$ cat src/rtl/hazard_scoreboard.sv
// hazard_scoreboard
//   Hazard detection and forwarding control for a back-end of DEPTH stages
//   (1 = EX .. DEPTH = WB) with a load result that appears LOAD_LAT stages
//   after MEM. A shift-register scoreboard tracks in-flight destinations.
//   ID is stalled only when a needed load result cannot be forwarded yet.
//   Forwarding selects are registered so that they line up with the
//   instruction as it enters EX.
//
// Ports
//   clk, reset        rising-edge clock, asynchronous active-low reset
//   id_*              decoded fields of the instruction currently in ID
//   flush             taken branch resolved in MEM; kills ID and EX
//   pc_write          PC may update
//   ifid_write        IF/ID register may update
//   idex_bubble       ID/EX register loads zeroed controls
//   fwd_a, fwd_b      EX operand source: 0 = regfile, k = latch feeding stage k
//   stall_count       saturating count of stall cycles
module hazard_scoreboard #(
    parameter int DEPTH    = 3,
    parameter int LOAD_LAT = 1,
    parameter int CNTW     = 32,
    parameter int FW       = $clog2(DEPTH + 1)
) (
    input  logic            clk,
    input  logic            reset,
    input  logic            id_valid,
    input  logic [4:0]      id_rs1,
    input  logic [4:0]      id_rs2,
    input  logic            id_use_rs1,
    input  logic            id_use_rs2,
    input  logic [4:0]      id_rd,
    input  logic            id_regwrite,
    input  logic            id_memread,
    input  logic            flush,
    output logic            pc_write,
    output logic            ifid_write,
    output logic            idex_bubble,
    output logic [FW-1:0]   fwd_a,
    output logic [FW-1:0]   fwd_b,
    output logic [CNTW-1:0] stall_count
);

    typedef struct packed {
        logic       v;
        logic [4:0] rd;
        logic       wr;
        logic       ld;
    } entry_t;

    typedef entry_t [DEPTH:1] sb_t;

    sb_t           e_q, e_d;
    logic [FW-1:0] fwd_a_q, fwd_a_d, fwd_b_q, fwd_b_d;
    logic [CNTW-1:0] cnt_q, cnt_d;

    logic          haz_a, haz_b, stall;
    logic [FW-1:0] sel_a, sel_b;

    // Returns {hazard, select}. Scanning from the oldest stage down to EX
    // leaves the youngest matching producer as the final winner.
    function automatic logic [FW:0] search(input sb_t e, input logic [4:0] rs,
                                           input logic use_rs);
        logic          haz;
        logic [FW-1:0] sel;
        haz = 1'b0;
        sel = '0;
        for (int k = DEPTH; k >= 1; k--) begin
            if (e[k].v && e[k].wr && (e[k].rd == rs)) begin
                haz = e[k].ld && (k <= LOAD_LAT);
                // Producer in WB when the consumer reaches EX: the write-first
                // register file already supplies the value.
                sel = (k + 1 > DEPTH) ? '0 : FW'(k + 1);
            end
        end
        if (!use_rs || (rs == 5'd0)) begin
            haz = 1'b0;
            sel = '0;
        end
        return {haz, sel};
    endfunction

    always_comb begin
        {haz_a, sel_a} = search(e_q, id_rs1, id_use_rs1);
        {haz_b, sel_b} = search(e_q, id_rs2, id_use_rs2);
        stall       = id_valid && !flush && (haz_a || haz_b);
        pc_write    = !stall;
        ifid_write  = !stall;
        idex_bubble = stall || flush || !id_valid;
    end

    always_comb begin
        for (int k = DEPTH; k >= 2; k--) begin
            e_d[k] = e_q[k-1];
        end
        // The instruction in EX is on the wrong path when MEM flushes.
        if (flush) begin
            e_d[2].v = 1'b0;
        end
        e_d[1] = '0;
        if (!idex_bubble) begin
            e_d[1].v  = 1'b1;
            e_d[1].rd = id_rd;
            e_d[1].wr = id_regwrite && (id_rd != 5'd0);
            e_d[1].ld = id_memread;
        end

        fwd_a_d = idex_bubble ? '0 : sel_a;
        fwd_b_d = idex_bubble ? '0 : sel_b;

        cnt_d = cnt_q;
        if (stall && (cnt_q != {CNTW{1'b1}})) begin
            cnt_d = cnt_q + 1'b1;
        end
    end

    always_ff @(posedge clk or negedge reset) begin
        if (!reset) begin
            e_q     <= '0;
            fwd_a_q <= '0;
            fwd_b_q <= '0;
            cnt_q   <= '0;
        end else begin
            e_q     <= e_d;
            fwd_a_q <= fwd_a_d;
            fwd_b_q <= fwd_b_d;
            cnt_q   <= cnt_d;
        end
    end

    assign fwd_a       = fwd_a_q;
    assign fwd_b       = fwd_b_q;
    assign stall_count = cnt_q;

endmodule

$ cat config.mk
export PLATFORM = sky130hd
export DESIGN_NAME = hazard_scoreboard
export DESIGN_NICKNAME = d
export VERILOG_FILES = /design/src/rtl/hazard_scoreboard.sv
export SDC_FILE = /design/constraint.sdc
export NUM_CORES = 1
export LEC_CHECK = 0
export ABC_AREA = 1
export BUFFER_PORTS_ARGS = -buffer_cell sky130_fd_sc_hd__clkbuf_2
export CAP_MARGIN = 20
export CORE_MARGIN = 2
export CORE_UTILIZATION = 50
export CTS_BUF_LIST = sky130_fd_sc_hd__clkbuf_8
export CTS_CLUSTER_DIAMETER = 40
export DETAILED_ROUTE_END_ITERATION = 12
export MAX_ROUTING_LAYER = met4
export PLACE_DENSITY = 0.79
export SLEW_MARGIN = 10
export SYNTH_ARGS = -nofsm -noshare
export SYNTH_HDL_FRONTEND = slang
export SYNTH_SLANG_ARGS = --single-unit
$ cat constraint.sdc
create_clock -name clk -period 4.8 [get_ports clk]
set_clock_uncertainty 0.1 [all_clocks]
set_input_delay 1.44 -clock clk [delete_from_list [all_inputs] [get_ports clk]]
set_output_delay 1.44 -clock clk [all_outputs]
set_load 0.02 [all_outputs]
==> After elaboration in Yosys (flattened, before gate mapping) <==
Index checks and enable logic that the tools add are counted.
{ "word_totals": {"ff_bits": 51, "input_bits": 23, "out_inout_bits": 39, "wordCells": 53} }
{ "op_classes": {"addsub": 1, "eq_ne": 5, "muxes": 14, "n_reduce_logical": 23} }
{ "op_table": {"columns": ["operator", "count"], "rows": [
  ["$add A32 B1 Y32 const B", 1],
  ["$ne A32 B32 Y1 const B", 1],
  ["$eq A5 B5 Y1", 4],
  ["$mux W2", 8],
  ["$logic_and A1 B1 Y1", 10],
  ["$logic_not A5 Y1", 2],
  ["$mux W8", 1],
  ["$logic_not A1 Y1", 5],
  ["$logic_or A1 B1 Y1", 5],
  ["$mux W1", 5],
  ["$reduce_bool A5 Y1", 1]
]} }

==> Longest topological paths before layout <==
{ "logic_depth": {"ltp_word": 9, "depth_mapped": 11, "mapped_depth_nobuf": 10} }

==> Worst setup path before layout <==
Ideal clock, no wire load.
{ "synth_path": {"kind": "input to output", "from": "input port id_valid", "to": "output port pc_write", "arrival_time_ns": 2.656, "t_required_ns": 3.260, "slack_ns": 0.604, "path_stages": 6, "path_buffers": 3, "cell_sequence": "inv_1 -> nor2_1 -> clkbuf_1 -> clkbuf_1 -> nand3_1 -> buf_4"} }
{ "synth_via": {"elab_chain_len": 3} }
{ "synth_rtl": {"columns": ["element", "line", "rtl"], "rows": [
  ["start: declaration", "26", "input logic id_valid,"],
  ["$logic_and A1 B1 Y1 (2 in series)", "85", "stall = id_valid && !flush && (haz_a || haz_b);"],
  ["$logic_not A1 Y1", null, null],
  ["end: declaration", "35", "output logic pc_write,"]
]} }
No other way between the ends.

==> Worst setup path in the final report <==
{ "layout_path": {"from": "input port id_rs1[4]", "to": "output port idex_bubble"} }
{ "layout_via": {"elab_chain_len": 8} }
{ "layout_rtl": {"columns": ["element", "line", "rtl"], "rows": [
  ["start: declaration", "27", "input logic [4:0] id_rs1,"],
  ["$eq A5 B5 Y1", "68", "if (e[k].v && e[k].wr && (e[k].rd == rs)) begin"],
  ["$logic_and A1 B1 Y1", "68", null],
  ["$mux W1", "68", null],
  ["$mux W1 *", "75", "if (!use_rs || (rs == 5'd0)) begin"],
  ["$logic_or A1 B1 Y1 *", "85", null],
  ["$logic_and A1 B1 Y1 *", "85", null],
  ["$logic_or A1 B1 Y1 * (2 in series)", "88", "idex_bubble = stall || flush || !id_valid;"],
  ["end: declaration", "37", "output logic idex_bubble,"]
]} }
Mark *: on every way between the ends. The rest lies on a longest branch, timed or not.

==> impl_metrics.csv <==
group,metric,value,unit
logic_synthesis,synth.avg_cell_area,6.94,µm²
place,dp.cells,598,
logic_synthesis,syn_nets,495,
clocking,cts_tree,"yes",
detailed_routing,vias,3195,
logic_synthesis,yosys_warnings,0,
global_routing,grtUsageTotal,0.245,
detailed_routing,postRouteAntennaNets,0,
detailed_routing,drc,0,
global_routing,grt_overflow_total,0,
critical_path,crit_required,3260,ps
sta,worstMarginPinSlew,792,ps
floorplan,die_width,84.8,µm
global_routing,antenna_found_initial,0,
power_and_ir_drop,leakage,1.95,nW
hold_path,hold_class,"reg -> reg",
clocking,clk_pin_slew,90,ps
sta,finalHoldViolations,0,
critical_path,cp-end-kind,"output pin",
clocking,cts_buffers,5,
logic_synthesis,synth_cells,471,
critical_path,cp_top_family,"simple AND/OR/NAND/NOR gates",
clocking,postCtsSetupRepairBufs,0,
sta,final_max_slew_viol_count,0,
clocking,hold_buffers,0,
critical_path,cpPeakStageDelay,240,ps
power_and_ir_drop,powerDensity,212,mW/mm²
floorplan,die_h,84.8,µm
critical_path,cpMaxStageDelayCell,"nand2_1",
place,place_ws,553,ps
floorplan,initial_utilization,0.515,
floorplan,core,0.00635,mm²
floorplan,die_area,0.00720,mm²
clocking,worstSkewPairLatency,300,ps
detailed_routing,firstDrtPassIters,5,
detailed_routing,top_layer,"met4",
clocking,cts.htree.levels,2,
global_routing,grt_max_degree,52,
clocking,ctsResizeCount,0,
detailed_routing,wl_per_cell,13.5,µm
critical_path,cp.buffers_inverters,3,
logic_synthesis,synth_cell_types,32,
cells_and_area,nets,552,
sta,rsz0062_at_grt,"no",
detailed_routing,vias_per_cell,5.28,
sta,slew_headroom,0.472,
sta,finalSetupViolations,0,
cells_and_area,area_growth_syn_to_layout,13.7,%
logic_synthesis,syn-cell-area,0.00327,mm²
sta,tns,0,ps
place,hpwl,6.18,mm
global_routing,grt_pass1_vias,2834,
detailed_routing,wl_met1,3.78,mm
detailed_routing,wl_met3,388,µm
clocking,cts.sinks,51,
detailed_routing,wl_met2,3.90,mm
sta,fin_hold_ws,282,ps
clocking,cts.path.max_buffers,2,
place,gp_congestion,0.923,
logic_synthesis,seq_area_frac_synth,0.391,
cells_and_area,num_antenna_cells,0,
run_status,outcome,"finished clean",
critical_path,worstPathArrival,2720,ps
critical_path,critPathMaxFanout,9,
global_routing,grt_pass1_wl,13.8,mm
sta,period_needed,4260,ps
place,port_buffers,61,
cells_and_area,drive_above_1_share,0.174,
cells_and_area,layout_commonest_cell,"nand2_1",
detailed_routing,first_iter_violations,225,
sta,finalWorstSetupSlack,540,ps
critical_path,crit_path_frequent_cell,"nand2_1",
logic_synthesis,ys_ff_latch,51,
floorplan,fp-row-count,29,
critical_path,path_class,"in -> out",
clocking,root_buffer,"clkbuf_8",
cells_and_area,fin_cells,605,
sta,finalCritPeriodShare,0.888,
job,cap_violations,0,
cells_and_area,final_cell_mix,"185 x nand2_1, 71 x nor2_1, 61 x clkbuf_2",
critical_path,path_cells,"clkbuf_2, inv_1, nand2_1, nand2_1, nand2_1, nor2_1, nand3_1, nand2_1, nand2_1, nand2_1, clkbuf_2",
floorplan,io_pins,62,
detailed_routing,wirelength,8.16,mm
power_and_ir_drop,ir_drop,0.000177,V
sta,max_freq,235,MHz
critical_path,start_kind,"input pin",
-- worst register-to-register path: stages (launching register included) --
cell     delay (ps)
dfrtp_1         490
ha_1            300
inv_2            70
nor2_4          190
nand2_4         110
nor2_4          160
nand4_4         400
nand3_2         730
nand2_1         120
nand2_1          90
-- final cells by class --
type | instances | area, µm²
fill | 636 | 2640
multi-input combinational | 371 | 1780
sequential | 51 | 1280
timing repair buffer | 64 | 328
inverter | 35 | 131
tap | 77 | 96.3
clock buffer | 5 | 68.8
clock inverter | 2 | 37.5
-- state kept, by name, summed over array words and instances, names as in the netlist --
| signal | flops |
|---|---|
| e_d | 14 |
| fwd_b | 2 |
| stall_count | 32 |
| fwd_a | 2 |
| e_q | 1 |
-- final timing paths --
path	start	endpoint	slack, ps	depth (start not counted)
worst min register to register	e_d[9]	e_d[17]	280	0
max in group asynchronous	reset	stall_count[23]	3030	2
worst min-delay path	e_d[9]	e_d[17]	280	0
worst max register to register	stall_count[0]	stall_count[23]	1990	9
worst max-delay path	id_rs1[4]	idex_bubble	540	11
min in group asynchronous	reset	stall_count[10]	1130	2
-- cells in the mapped netlist --
master | number | area [µm²]
a221oi_1 | 1 | 8.76
inv_2 | 2 | 7.51
or2_2 | 1 | 6.26
buf_6 | 2 | 22.5
a211oi_1 | 1 | 7.51
nor2_4 | 2 | 22.5
nand3_2 | 1 | 10.0
nand2_2 | 10 | 62.6
buf_4 | 1 | 7.51
xor2_1 | 14 | 123
nor4_1 | 1 | 6.26
o21ai_1 | 1 | 5.00
nand3_1 | 9 | 45.0
nand2_1 | 185 | 694
xnor2_1 | 6 | 52.6
nand2_4 | 1 | 11.3
nand4_4 | 1 | 21.3
buf_2 | 3 | 15.0
clkbuf_1 | 5 | 18.8
dfrtp_1 | 51 | 1280
buf_1 | 2 | 7.51
a21oi_1 | 3 | 15.0
o2111ai_1 | 1 | 8.76
buf_8 | 1 | 15.0
o21ai_0 | 2 | 10.0
nand4_1 | 39 | 244
inv_1 | 33 | 124
o22ai_1 | 2 | 12.5
nand3b_1 | 15 | 113
nor2_1 | 72 | 270
ha_1 | 1 | 12.5
nor2_2 | 2 | 12.5
-- logic make-up after synthesis --
group | Yosys count | share of synthesized area
AO/OA/AOI/OAI | 11 | 0.0207
XOR/XNOR | 20 | 0.0536
adder cells (fa/ha/maj) | 1 | 0.00383
buffers and inverters | 49 | 0.0666
flip-flops | 51 | 0.391
AND/OR/NAND/NOR | 339 | 0.465
-- power breakdown --
group / total, W / internal [W] / switching (W)
logic: 0.0000527 / 0.0000172 / 0.0000355
clock network: 0.000296 / 0.000153 / 0.000144
registers: 0.000439 / 0.000434 / 0.00000431
-- layer usage --
metal  GRT usage  vias up
li1            -     1620
met1       0.334     1467
met2       0.392      100
met3      0.0331        8
met4      0.0577        0
met5           -        -
-- per-stage QoR --
step	instance area [µm²]	power, W	utilization
2_1_floorplan	3270	0.000471	-
3_3_place_gp	3610	0.000499	0.568
3_5_place_dp	3610	0.000500	0.568
4_1_cts	3710	0.000800	0.585
5_1_grt	3710	0.000821	0.585
6_report	3710	0.000788	0.585
Note: power is estimated with default switching activity, not from simulation.
